===== src/rtl/i2c_bus_arbiter_pkg.sv =====
// i2c_bus_arbiter_pkg: I2C timing constants shared by the I2C clients and the master,
// the microsecond-to-cycle ceiling conversion, and the arbiter state type.
package i2c_bus_arbiter_pkg;
    localparam int T_BUF_US     = 5;
    localparam int T_TIMEOUT_US = 25000;
    typedef enum logic {IDLE, GRANTED} arb_state_e;
    function automatic int us_to_cycles(input longint freq_hz, input longint us);
        longint c;
        c = (freq_hz * us + 999_999) / 1_000_000;
        return (c < 1) ? 1 : int'(c);
    endfunction
endpackage


===== src/rtl/i2c_round_robin.sv =====
// i2c_round_robin: combinational picker; searches pointer+1, pointer+2, ... modulo
// CLIENT_COUNT and returns the first asserted request.
module i2c_round_robin #(
    parameter int CLIENT_COUNT = 4,
    parameter int PW           = 2
)(
    input  logic [CLIENT_COUNT-1:0] request,
    input  logic [PW-1:0]           pointer,
    output logic                    found,
    output logic [PW-1:0]           index,
    output logic [CLIENT_COUNT-1:0] one_hot
);
    logic [PW-1:0] c;
    always_comb begin
        found = 1'b0;
        index = '0;
        c     = '0;
        for (int i = CLIENT_COUNT; i >= 1; i--) begin
            c = PW'((int'(pointer) + i) % CLIENT_COUNT);
            if (request[c]) begin
                found = 1'b1;
                index = c;
            end
        end
    end
    assign one_hot = found ? (CLIENT_COUNT'(1) << index) : '0;
endmodule


===== src/rtl/i2c_bus_arbiter.sv =====
// i2c_bus_arbiter: round-robin owner of a shared open-drain I2C pad pair with a
// bus-free guard time before each grant and an SCL-low watchdog on the owner.
module i2c_bus_arbiter
    import i2c_bus_arbiter_pkg::*;
#(
    parameter int CLOCK_FREQUENCY = 0,
    parameter int CLIENT_COUNT    = 4,
    parameter int BUS_FREE_US     = T_BUF_US,
    parameter int TIMEOUT_US      = T_TIMEOUT_US
)(
    input  logic                    clock,
    input  logic                    reset,
    input  logic [CLIENT_COUNT-1:0] request,
    output logic [CLIENT_COUNT-1:0] grant,
    input  logic [CLIENT_COUNT-1:0] client_scl_output,
    input  logic [CLIENT_COUNT-1:0] client_sda_output,
    input  logic                    scl_input,
    input  logic                    sda_input,
    output logic                    scl_output,
    output logic                    sda_output,
    output logic                    busy,
    output logic                    timeout
);
    localparam int FREE_CYCLES    = us_to_cycles(longint'(CLOCK_FREQUENCY), longint'(BUS_FREE_US));
    localparam int TIMEOUT_CYCLES = us_to_cycles(longint'(CLOCK_FREQUENCY), longint'(TIMEOUT_US));
    localparam int FW = $clog2(FREE_CYCLES + 1);
    localparam int TW = $clog2(TIMEOUT_CYCLES + 1);
    localparam int PW = (CLIENT_COUNT > 1) ? $clog2(CLIENT_COUNT) : 1;

    arb_state_e              state_q, state_d;
    logic [CLIENT_COUNT-1:0] grant_q, grant_d;
    logic [PW-1:0]           pointer_q, pointer_d;
    logic [FW-1:0]           free_q, free_d;
    logic [TW-1:0]           low_q, low_d;
    logic                    scl_q, scl_d, sda_q, sda_d, busy_q, timeout_q, timeout_d;
    logic                    found;
    logic [PW-1:0]           pick;
    logic [CLIENT_COUNT-1:0] pick_one_hot;

    i2c_round_robin #(.CLIENT_COUNT(CLIENT_COUNT), .PW(PW)) u_rr (
        .request (request),
        .pointer (pointer_q),
        .found   (found),
        .index   (pick),
        .one_hot (pick_one_hot)
    );

    // pointer_q doubles as the owner index while GRANTED
    always_comb begin
        state_d   = state_q;
        grant_d   = grant_q;
        pointer_d = pointer_q;
        timeout_d = 1'b0;
        free_d    = (scl_input && sda_input) ? ((free_q == FW'(FREE_CYCLES)) ? free_q : free_q + 1'b1) : '0;
        low_d     = (state_q == GRANTED && !scl_input) ? ((low_q == TW'(TIMEOUT_CYCLES)) ? low_q : low_q + 1'b1) : '0;
        scl_d     = (state_q == GRANTED) ? client_scl_output[pointer_q] : 1'b1;
        sda_d     = (state_q == GRANTED) ? client_sda_output[pointer_q] : 1'b1;
        if (state_q == IDLE) begin
            grant_d = '0;
            if (free_q == FW'(FREE_CYCLES) && found) begin
                grant_d   = pick_one_hot;
                pointer_d = pick;
                state_d   = GRANTED;
            end
        end else if (!request[pointer_q]) begin
            grant_d = '0;
            state_d = IDLE;
        end else if (low_d == TW'(TIMEOUT_CYCLES)) begin
            grant_d   = '0;
            timeout_d = 1'b1;
            state_d   = IDLE;
        end
    end

    always_ff @(posedge clock) begin
        if (reset) begin
            state_q   <= IDLE;
            grant_q   <= '0;
            pointer_q <= PW'(CLIENT_COUNT - 1);
            free_q    <= '0;
            low_q     <= '0;
            scl_q     <= 1'b1;
            sda_q     <= 1'b1;
            busy_q    <= 1'b0;
            timeout_q <= 1'b0;
        end else begin
            state_q   <= state_d;
            grant_q   <= grant_d;
            pointer_q <= pointer_d;
            free_q    <= free_d;
            low_q     <= low_d;
            scl_q     <= scl_d;
            sda_q     <= sda_d;
            busy_q    <= |grant_d;
            timeout_q <= timeout_d;
        end
    end

    assign grant      = grant_q;
    assign scl_output = scl_q;
    assign sda_output = sda_q;
    assign busy       = busy_q;
    assign timeout    = timeout_q;
endmodule


===== config.mk =====
export PLATFORM = sky130hd
export DESIGN_NAME = i2c_bus_arbiter
export DESIGN_NICKNAME = d
export VERILOG_FILES = /design/src/rtl/i2c_bus_arbiter_pkg.sv /design/src/rtl/i2c_round_robin.sv /design/src/rtl/i2c_bus_arbiter.sv
export SDC_FILE = /design/constraint.sdc
export NUM_CORES = 1
export LEC_CHECK = 0
export ABC_CLOCK_PERIOD_IN_PS = 2000
export BUFFER_PORTS_ARGS = -buffer_cell sky130_fd_sc_hd__buf_4
export CELL_PAD_IN_SITES_DETAIL_PLACEMENT = 0
export CELL_PAD_IN_SITES_GLOBAL_PLACEMENT = 1
export CORE_MARGIN = 10
export CORE_UTILIZATION = 34
export CTS_CLUSTER_SIZE = 25
export DETAILED_ROUTE_END_ITERATION = 8
export PLACE_DENSITY = 0.71
export RECOVER_POWER = 25
export SETUP_SLACK_MARGIN = 0.15
export SLEW_MARGIN = 15
export SYNTH_ARGS = -nofsm -noshare
export SYNTH_HDL_FRONTEND = slang
export SYNTH_SLANG_ARGS = --single-unit

===== constraint.sdc =====
create_clock -name clock -period 2 [get_ports clock]
set_clock_uncertainty 0.05 [all_clocks]
set_input_delay 0.1 -clock clock [delete_from_list [all_inputs] [get_ports clock]]
set_output_delay 0.1 -clock clock [all_outputs]
set_load 0.005 [all_outputs]

* Yosys cells after proc, flatten, opt, wreduce, memory -nomap -nowiden *
Cells that the tools add are included.
W data, S select, Z words.

operators by class
  equal/unequal tests = 0
  reduce and logical (&&, ||, !) cells = 9
  div/mod/pow operators = 0
  magnitude comparators = 5
  add/subtract/negate cells = 6
  bitwise logic cells = 3
  shifts and indexed selects = 1
  multiplexer cells = 35
  multiply operators = 0

operators with widths
  operator               number
  $mux W4                5
  $mux W1                19
  $lt A2 B3 Y1 const B   5
  $bmux W1 S2            7
  $mux W2                4
  $add A2 B1 Y2 const B  2
  $add A2 B2 Y2 const B  2
  $reduce_or A2 Y1       2
  $reduce_or A4 Y1       1
  $shl A1 B2 Y4 const A  1
  $logic_and A1 B1 Y1    3
  $not A1 Y1             3
  $reduce_or A3 Y1       1
  $add A1 B1 Y1 const B  2
  $reduce_and A2 Y1      1
  $logic_not A1 Y1       1

word-level totals
  register bits after elaboration = 13
  ROM bits = 0
  bits in writable memories = 0
  bits of input ports = 16
  latch bits = 0
  memories kept = 0

* Depth between registers and ports, before layout *
  word-level depth = 12
  mapped depth = 5
  mapped depth without buffers = 4

* Cells and area by module *
Synthesis repeated with hierarchy kept, for this count alone.

unflattened totals
  cell total of the unflattened synthesis = 77
  area total of the unflattened synthesis = 765.7 µm²

modules (own cells, without submodules)
  module           times used  area each (µm²)  cells an instance  sequential area each (µm²)
  i2c_bus_arbiter  1           546.8            45                 240.2
  i2c_round_robin  1           219.0            32                 0.0

* Worst setup path before layout *
No wires, ideal clock.

  kind = register to register
  start = register pointer_q[1]
  end = register grant_q[0], in the netlist grant[0]
  slack = 430 ps
  arrival time = 1404 ps
  data required time = 1833 ps
  cell stages (with the launch flop) = 5
  setup time = 117 ps
  path through = dfxtp_1 -> buf_4 -> mux4_2 -> and3_1 -> a22o_1

on the way
  longest elaborated chain between the ends = 11
  elaborated cells on any way between the ends = 28
  those cells by class = add/sub: 4; shift: 1; mux: 22; reduce/logical: 1

RTL lines
  item                           line                   source
  from (decl)                    i2c_bus_arbiter.sv:32  logic [PW-1:0] pointer_q, pointer_d;
  from (signal assigned)         i2c_bus_arbiter.sv:79  pointer_q <= PW'(CLIENT_COUNT - 1);
  from (signal assigned)         i2c_bus_arbiter.sv:89  pointer_q <= pointer_d;
  $add A2 B1 Y2                  i2c_round_robin.sv:19  c = PW'((int'(pointer) + i) % CLIENT_COUNT);
  $bmux W1 S2                    i2c_round_robin.sv:20  if (request[c]) begin
  $mux W1 (not written as such)  i2c_round_robin.sv:20
  $mux W2 (4 in series)          i2c_round_robin.sv:20
  $shl A1 B2 Y4                  i2c_round_robin.sv:26  assign one_hot = found ? (CLIENT_COUNT'(1) << index) : '0;
  $mux W4                        i2c_round_robin.sv:26
  $mux W4                        i2c_bus_arbiter.sv:60  if (free_q == FW'(FREE_CYCLES) && found) begin
  $mux W4 (*)                    i2c_bus_arbiter.sv:58  if (state_q == IDLE) begin
  to (signal assigned)           i2c_bus_arbiter.sv:88  grant_q <= grant_d;
  to (decl)                      i2c_bus_arbiter.sv:31  logic [CLIENT_COUNT-1:0] grant_q, grant_d;

Mark *: on every way between the ends. The rest lies on a longest branch, timed or not. The select of a mux whose other input is x is not followed.
A chain may end at the register's enable or synchronous reset.

* Worst setup path in the final report *
  start = register pointer_q[0]
  end = register grant_q[3], in the netlist grant[3]

Same word-level chain as after synthesis.

==> reports/qor.log <==
INFO  worst_setup_path cp-start-kind=flop
INFO  cts            worst_skew_pair.late_latency=0.26ns
INFO  route          antenna_left=0
INFO  timing         report.final.hold_viol_count=0
INFO  route          drt_iter0_markers=4
INFO  global_routing grt_use_total=8.022%
INFO  global_routing first_global_vias=569
INFO  run            cap_violations=0
INFO  route          met3RoutedLength=39µm
INFO  die            i_o_pin_count=24
INFO  route          highest_routed_metal_layer=met4
INFO  cts            numClockSinks=12
INFO  worst_setup_path critical_path.max_fanout=6
INFO  cts            cts_max_level=1
INFO  worst_hold_path whs_path_depth=3
INFO  route          routed-via-count=538
INFO  timing         fin_crit_sh=81.71%
INFO  synth          post_synth_inst_count=59
INFO  worst_setup_path timing.setup.critical_path_class=flop to flop
INFO  final_layout   fraction_of_layout_instances_using_a_drive_strength_above_1=39.29%
INFO  synth          mappedNetlistArea=618.1µm²
INFO  synth          yosysTopAreaCellShare=38.87%
INFO  global_routing grt_pass1_wl=2.628mm
INFO  die            floorplan.initialDensity=35.80%
INFO  worst_setup_path worstPathRequired=2.15ns
INFO  die            die_width=62.64µm
INFO  timing         fin_setup_tns=0ns
INFO  die            core_region_area=1727µm²
INFO  timing         rsz0062_at_grt=false
INFO  placement      place.detailed.hpwl=1.172mm
INFO  die            die_h=62.64µm
INFO  global_routing initial_antenna_violation_count=0
INFO  cts            cts-root-to-sink-buffers=2
INFO  timing         finalWorstSetupSlack=0.3658ns
INFO  synth          edff_count_synth=0
INFO  final_layout   antenna-diode-count=0
INFO  route          detail_route.wirelength=1.489mm
INFO  cts            tritoncts=yes
INFO  route          routed-wl-met2=738µm
INFO  route          met1Wirelength=699µm
INFO  synth          mappedNetlistNets=75
INFO  synth          synthArstFlopShare=0%
INFO  die            core.rowCount=15
INFO  worst_setup_path crit_arrival=1.79ns
INFO  final_layout   finalNetCount=102
INFO  timing         drv_slew=0
INFO  worst_setup_path timing.critical_path.to_type=flop
INFO  placement      finalWeightedCongestion=0.7855
INFO  route          drt-wirelength-per-cell=13.66µm
INFO  route          drc_errors=0
INFO  timing         setup_failing_eps_final=0
INFO  cts            clk_transition_reported_paths=0.07ns
INFO  power          leakagePower=0.3445nW
INFO  timing         maxClockFrequency=0.6119GHz
INFO  die            fp.dieArea=3923µm²
INFO  cts            cts_made_buffers=3
INFO  worst_setup_path worstRegToRegCells=4
INFO  worst_hold_path hp-class=primary input to flop
INFO  synth          synth.top_cells.by_area=sky130_fd_sc_hd__dfxtp_1 39%, sky130_fd_sc_hd__mux4_2 11%, sky130_fd_sc_hd__o41ai_4 4.5%, sky130_fd_sc_hd__a311oi_4 4.3%, sky130_fd_sc_hd__nand2b_1 3.0%
INFO  route          drtPass1Iterations=4
INFO  synth          yosys_most_used_dff=sky130_fd_sc_hd__dfxtp_1
INFO  synth          ys_ff_latch=12
INFO  timing         max_slew.worst_pin.slew=0.5432ns
INFO  synth          synth_cell_types=27
INFO  cts            postCtsSetupBuffers=0
INFO  power          power_density=572.2nW/µm²
INFO  power          vdd_drop_max=0.0001907V
INFO  synth          ys_warn_count=0
INFO  status         outcome=completed
INFO  route          via_per_inst=4.936
INFO  timing         timing.final.crit_period=1.634ns
INFO  timing         timing.slew.headroom=63.66%
INFO  synth          seq_area_frac_synth=38.87%
INFO  cts            clock_tree.root_cell=sky130_fd_sc_hd__clkbuf_4
INFO  placement      dpl_worst_slack=0.2463ns
INFO  synth          synth.avg_cell_area=10.48µm²
INFO  global_routing aggregate_global_routing_overflow=0
INFO  placement      place.port_buffers=23
INFO  synth          post-synth-top-area-cell=sky130_fd_sc_hd__dfxtp_1
INFO  global_routing grt_start_max_net_pins=11
INFO  final_layout   syn2layout_area_growth=34.82%
-- layer usage --
layer | GRT usage, % | vias to the layer above
met4 | 5.866 | 0
met1 | 9.726 | 248
met5 | 0 | -
met2 | 12.05 | 14
li1 | - | 274
met3 | 1.792 | 2
-- Yosys cell counts (all sizes together), types with 2 or more instances --
master,instances
inv,2
nand3,2
a21oi,3
nor2b,3
nand2,4
buf,2
nor2,5
dfxtp,12
o41ai,3
o21ai,3
nor3,2
nand2b,3
mux4,3
-- worst max-delay path, stage by stage, from the launching register on --
cell,delay (ns)
sky130_fd_sc_hd__dfxtp_1,0.39
sky130_fd_sc_hd__nand2b_1,0.23
sky130_fd_sc_hd__a311oi_4,0.40
sky130_fd_sc_hd__or3b_1,0.40
sky130_fd_sc_hd__o21ai_2,0.11
-- area by class of cell --
| type | instances | area (µm²) |
|---|---|---|
| clock buffer | 3 | 22.52 |
| fill | 181 | 893.4 |
| inverter | 2 | 7.507 |
| multi-input combinational | 43 | 355.3 |
| sequential | 12 | 241.5 |
| tap | 25 | 31.28 |
| timing repair buffer | 24 | 175.2 |
-- cells in the final DEF (no fill, tap or decap), drive strengths merged, types with 3 or more instances in the layout --
cell type and count:
nand2b 3, clkbuf 8, mux4 3, nor2b 3, o21ai 3, a21oi 3
nand2 4, nor2 5, o41ai 3, dfxtp 12, buf 18
-- logic make-up after synthesis --
family	synth area share [%]
simple gates	22.07
compound gates	24.50
flops	38.87
buf+inv	3.643
mux	10.93
-- sequential cells by signal, summed over array words and instances, names as in the netlist --
register and cells:
grant 4, timeout 1, busy 1, pointer_q 2, sda_output 1, scl_output 1
state_q 1, free_q 1
-- power by group --
group | internal, mW | switching, mW
registers | 0.245 | 0.00652
logic | 0.0481 | 0.0356
clock network | 0.0696 | 0.0723
-- final timing paths --
kind           startpoint        to  slack (ns)
max          pointer_q[0]  grant[3]        0.37
min             sda_input    free_q       0.006
max reg2reg  pointer_q[0]  grant[3]        0.37
min reg2reg      grant[1]  grant[1]        0.43
-- per-stage QoR --
step / hold slack, ns / power, mW / utilization (%) / cell area [µm²] / cells
floorplan: 0.1216 / 0.3007 / - / 618.1 / 59
global placement: 0.2426 / 0.3398 / 46.74 / 807.0 / 105
detailed placement: 0.2390 / 0.3402 / 46.74 / 807.0 / 105
CTS: 0.002150 / 0.4842 / 48.62 / 839.6 / 109
global route: 0.02659 / 0.4998 / 48.26 / 833.3 / 109
finish: 0.005582 / 0.4768 / 48.26 / 833.3 / 109
-- timing repair --
action | in CTS | in global routing
endpoints found under the setup margin | 0 | 1
resized for setup | 0 | 1
hold endpoints to repair | 1 | 0
hold buffers | 1 | 0
No activity file was read; power rests on OpenSTA's default activity.
